## src/rtl/operand_forward_unit.sv

```systemverilog
// operand_forward_unit: operand bypass from in-flight stages and load-use interlock
module operand_forward_unit #(
  parameter int XLEN = 32,
  parameter int RA_W = 5,
  parameter int NRD = 2,
  parameter int DEPTH = 3,
  parameter int LOAD_READY = 2
) (
  input  logic                  clk,
  input  logic                  rst_n,
  input  logic                  pipe_en,
  input  logic                  flush_dec,
  input  logic                  dec_valid,
  input  logic                  dec_wr_en,
  input  logic [RA_W-1:0]       dec_rc,
  input  logic                  dec_is_load,
  input  logic                  dec_is_link,
  input  logic [NRD*RA_W-1:0]   ra,
  input  logic [NRD-1:0]        ra_used,
  input  logic [NRD*XLEN-1:0]   rd_in,
  input  logic [DEPTH*XLEN-1:0] stage_y,
  input  logic [DEPTH*XLEN-1:0] stage_pc,
  output logic [NRD*XLEN-1:0]   rd_out,
  output logic                  stall,
  output logic [31:0]           stall_cycles
);
  localparam logic [RA_W-1:0] ZERO_REG = {RA_W{1'b1}};
  logic [DEPTH-1:0] t_valid, t_load, t_link;
  logic [RA_W-1:0] t_rc [DEPTH];
  logic [NRD-1:0] req;
  logic wr_valid, ins;
  assign wr_valid = dec_valid & dec_wr_en;
  assign ins = dec_valid & ~stall & ~flush_dec;
  assign stall = |req & dec_valid & ~flush_dec;
  // Scan oldest to youngest so the youngest matching producer overrides
  always_comb begin
    rd_out = rd_in;
    req = '0;
    for (int p = 0; p < NRD; p++) begin
      for (int k = DEPTH-1; k >= 0; k--) begin
        if (t_valid[k] && t_rc[k] != ZERO_REG && t_rc[k] == ra[p*RA_W +: RA_W]) begin
          req[p] = 1'b0;
          if (t_link[k])
            rd_out[p*XLEN +: XLEN] = stage_pc[k*XLEN +: XLEN];
          else if (t_load[k] && k < LOAD_READY) begin
            rd_out[p*XLEN +: XLEN] = rd_in[p*XLEN +: XLEN];
            req[p] = ra_used[p];
          end else
            rd_out[p*XLEN +: XLEN] = stage_y[k*XLEN +: XLEN];
        end
      end
      if (ra[p*RA_W +: RA_W] == ZERO_REG) begin
        rd_out[p*XLEN +: XLEN] = '0;
        req[p] = 1'b0;
      end
    end
  end
  always_ff @(posedge clk or negedge rst_n) begin
    if (!rst_n) begin
      t_valid <= '0;
      t_load <= '0;
      t_link <= '0;
      for (int k = 0; k < DEPTH; k++) t_rc[k] <= ZERO_REG;
      stall_cycles <= '0;
    end else begin
      if (pipe_en) begin
        for (int k = 1; k < DEPTH; k++) begin
          t_valid[k] <= t_valid[k-1];
          t_load[k] <= t_load[k-1];
          t_link[k] <= t_link[k-1];
          t_rc[k] <= t_rc[k-1];
        end
        t_valid[0] <= ins & wr_valid;
        t_load[0] <= ins & wr_valid & dec_is_load;
        t_link[0] <= ins & wr_valid & dec_is_link;
        t_rc[0] <= ins & wr_valid ? dec_rc : ZERO_REG;
      end
      if (stall && pipe_en && stall_cycles != 32'hFFFF_FFFF)
        stall_cycles <= stall_cycles + 32'd1;
    end
  end
endmodule

```

## config.mk

```make
export PLATFORM = sky130hd
export DESIGN_NAME = operand_forward_unit
export DESIGN_NICKNAME = d
export VERILOG_FILES = /design/src/rtl/operand_forward_unit.sv
export SDC_FILE = /design/constraint.sdc
export NUM_CORES = 1
export LEC_CHECK = 0
export ABC_CLOCK_PERIOD_IN_PS = 2450
export CAP_MARGIN = 20
export CORE_ASPECT_RATIO = 1.1
export CORE_MARGIN = 2
export CORE_UTILIZATION = 28
export CTS_CLUSTER_DIAMETER = 80
export DETAILED_ROUTE_END_ITERATION = 8
export HOLD_SLACK_MARGIN = 0.02
export PLACE_DENSITY_LB_ADDON = 0.12
export SLEW_MARGIN = 5
export SYNTH_ARGS = -nofsm -noshare
export SYNTH_HDL_FRONTEND = slang
export SYNTH_SLANG_ARGS = --single-unit
```

## constraint.sdc

```tcl
create_clock -name clk -period 2.45 [get_ports clk]
set_input_delay 0.3675 -clock clk [delete_from_list [all_inputs] [get_ports clk]]
set_output_delay 0.3675 -clock clk [all_outputs]
set_load 0.02 [all_outputs]
```

==> flow_summary.yaml <==
place:
  dp.cells: 1567
  port_buffers: 377
  post-place-ws_ns: -1.04
  gp_congestion: 0.899
  dpl.hpwl_um: 27000
yosys:
  ys.flop_type: "dfrtp_1"
  ys_warn_count: 0
  syn-num-nets: 1136
  async_reset_ff_share_pct: 100
  synth.most_common_cell: "nor2_1"
  synth-seq-area-share_pct: 22.3
  netlist_area_um2: 6250
  yosysUniqueCellTypes: 53
  synth.area.top_cells: "dfrtp_1 16%, a211o_1 8.7%, mux2_2 8.3%"
  netlist_top_cells_count: "133 x nor2_1, 112 x nand2_1, 64 x clkbuf_1, 64 x o22ai_1"
  syn_inst: 854
  synth_top_cell_by_area: "dfrtp_1"
  yosysTopAreaCellShare_pct: 16.0
  synth.avg_cell_area_um2: 7.32
  ys_ff_latch: 55
  synth_edf_count: 0
clocking:
  root_buffer: "clkbuf_16"
  ctsHoldBuffers: 0
  cts-htree-levels: 2
  cts_sinks: 55
  worstSkewPairLatency_ns: 0.30
  clock_path_buffers: 2
  clk_pin_slew_worst_paths_ns: 0.08
  cts_buffers: 5
  tritoncts: "built"
drt:
  drt_iter0_markers: 541
  drc: 0
  wl_per_cell_um: 23.0
  num_vias: 8909
  drt-vias-per-instance: 5.49
  drt-total-wl_um: 37400
  antenna_left: 0
  dr.pass1.iters: 7
final_layout:
  drive_gt1_share_pct: 37.8
  multi_input_area_um2: 6240
  area_delta_synth_final_pct: 122
  nFillCells: 1907
  layout.area.seq_um2: 1400
  fin_cells: 1622
  final_nets: 1602
critical_path:
  cp_data_required_time_ns: 2.08
  cp_max_fo: 5
  critPathKind: "reg -> out"
  end_kind: "output port"
  worstPathArrival_ns: 2.59
  startpoint_type: "flip-flop"
power:
  p_leak_nw: 5.24
  powerDensity_nw_per_um2: 242
  ir_drop_mv: 0.373
die:
  die_area_um2: 23500
  die_y_um: 161
  coreArea_um2: 22000
  initial_core_util_pct: 28.4
  num_rows: 57
  die_x_um: 146
  ios: 378
sta:
  relSlewSlack_pct: 43.1
  final.setup_skew_ns: 0.00933
  setup_viol: 84
  layout_setup_ws_ns: -0.512
  period_needed_ns: 2.96
  finalHoldViolCount: 0
  fmax_ghz: 0.338
  worst_pin_slew_ns: 0.854
  worst_hold_slack_ns: 0.172
  final-max-slew-violation-count: 0
  rsz0062_at_grt: "true"
  finalCritPeriodShare_pct: 121
global_routing:
  antenna_found_initial: 7
  grt_max_degree: 50
  grt_usage_pct: 30.1
  grt_pass1_vias: 9165
  grt_pass1_wl_um: 55500
  overflow: 0
run_status:
  violations: "setup timing"
  status: "complete, but fails checks"
job:
  max_cap_violations: 0
min_path:
  hold_path.class: "in -> async"
cell type report:
| type | instances | area share [%] |
|---|---|---|
| antenna | 6 | 0.108 |
| timing repair buffer | 530 | 40.9 |
| multi-input combinational | 722 | 44.9 |
| clock buffer | 6 | 1.08 |
| tap | 295 | 2.66 |
| clock inverter | 2 | 0.144 |
| inverter | 6 | 0.162 |
| sequential | 55 | 10.1 |
layout by cell type, fill, tap and decap left out, drive strengths merged, types with 6 or more instances in the layout:
master / Yosys / routed
nor2: 133 / 133
dfrtp: 40 / 40
clkbuf: 64 / 9
o22a: 7 / 7
diode: 0 / 6
and3: 6 / 6
o22ai: 64 / 64
nand3: 17 / 17
nand4: 14 / 14
nand2: 112 / 112
inv: 6 / 8
nor4: 6 / 6
mux2: 47 / 47
o31ai: 62 / 62
a211o: 62 / 62
a21oi: 36 / 36
buf: 7 / 215
o21ai: 39 / 39
nor3: 18 / 18
clkdlybuf4s50: 0 / 303
dlygate4sd2: 0 / 7
xor2: 47 / 47
xnor2: 13 / 13
dfstp: 15 / 15
cells by family (layout without fill, tap and decap cells):
logic type      after synthesis  count (layout)  share of synthesized area (%)
simple gates                335             335                           24.9
xor+xnor                     60              60                           8.41
other cells                   0               6                              0
mux                          48              48                           8.63
buf+inv                      77             544                           4.75
fa+ha+maj                     1               1                          0.200
flops                        55              55                           22.3
compound gates              278             278                           30.7
final timing paths:
kind / to / cells after the start / startpoint / slack, ns
min reg2reg: stall_cycles[21] / 1 / stall_cycles[21] / 0.50
min in group clk: stall_cycles[21] / 1 / stall_cycles[21] / 0.50
max in group asynchronous: stall_cycles[27] / 2 / rst_n / 1.57
max reg2reg: stall_cycles[1] / 11 / t_rc[5] / -0.29
max: rd_out[13] / 12 / t_rc[1] / -0.51
min: stall_cycles[29] / 1 / rst_n / 0.17
timing repair:
| item | 4_1_cts | 5_1_grt |
|---|---|---|
| cloned | 8 | 3 |
| pin swaps | 43 | 82 |
| gates resized for setup | 520 | 77 |
| endpoints found under the setup margin | 103 | 105 |
| buffers inserted | 25 | 9 |
| hold endpoints to repair | 0 | 0 |
power by group:
group          internal (mW)  switching (mW)
Combinational          0.912           0.677
Clock                  0.453           0.356
Sequential             0.939          0.0281
Total                   2.30            1.06
per-layer routing:
layer	global-route usage [%]	vias up	wire (um)	part of all wire, %
li1	-	4105	-	-
met1	35.8	4324	14000	38
met2	53.9	395	19200	51
met3	5.77	83	2750	7.4
met4	11.0	2	1380	3.7
met5	0	-	14	0.037
registers in the layout (all words and copies together) (netlist names):
register	cells
t_valid	3
t_link	3
stall_cycles	32
t_rc	15
t_load	2
worst max-delay path: stages (launching register included):
cell     delay [ns]
dfstp_2        0.60
xor2_1         0.10
nor4_2         0.28
buf_4          0.17
nand4_1        0.11
buf_6          0.16
o21ai_4        0.07
buf_6          0.14
buf_8          0.12
buf_4          0.11
nor2_2         0.04
o31ai_4        0.23
buf_6          0.15
through the flow:
step	utilization (%)	setup TNS (ns)	total power [mW]	instance area, um2
after floorplan	-	-2.37	1.57	7100
after CTS	60.8	-25.97	3.35	13400
after detailed placement	55.0	-77.47	2.44	12100
after global routing	63.2	-39.16	3.52	13900
final	63.2	-27.44	3.37	13900
after global placement	55.0	-77.68	2.43	12100
Power figures use the tool's default switching activity.
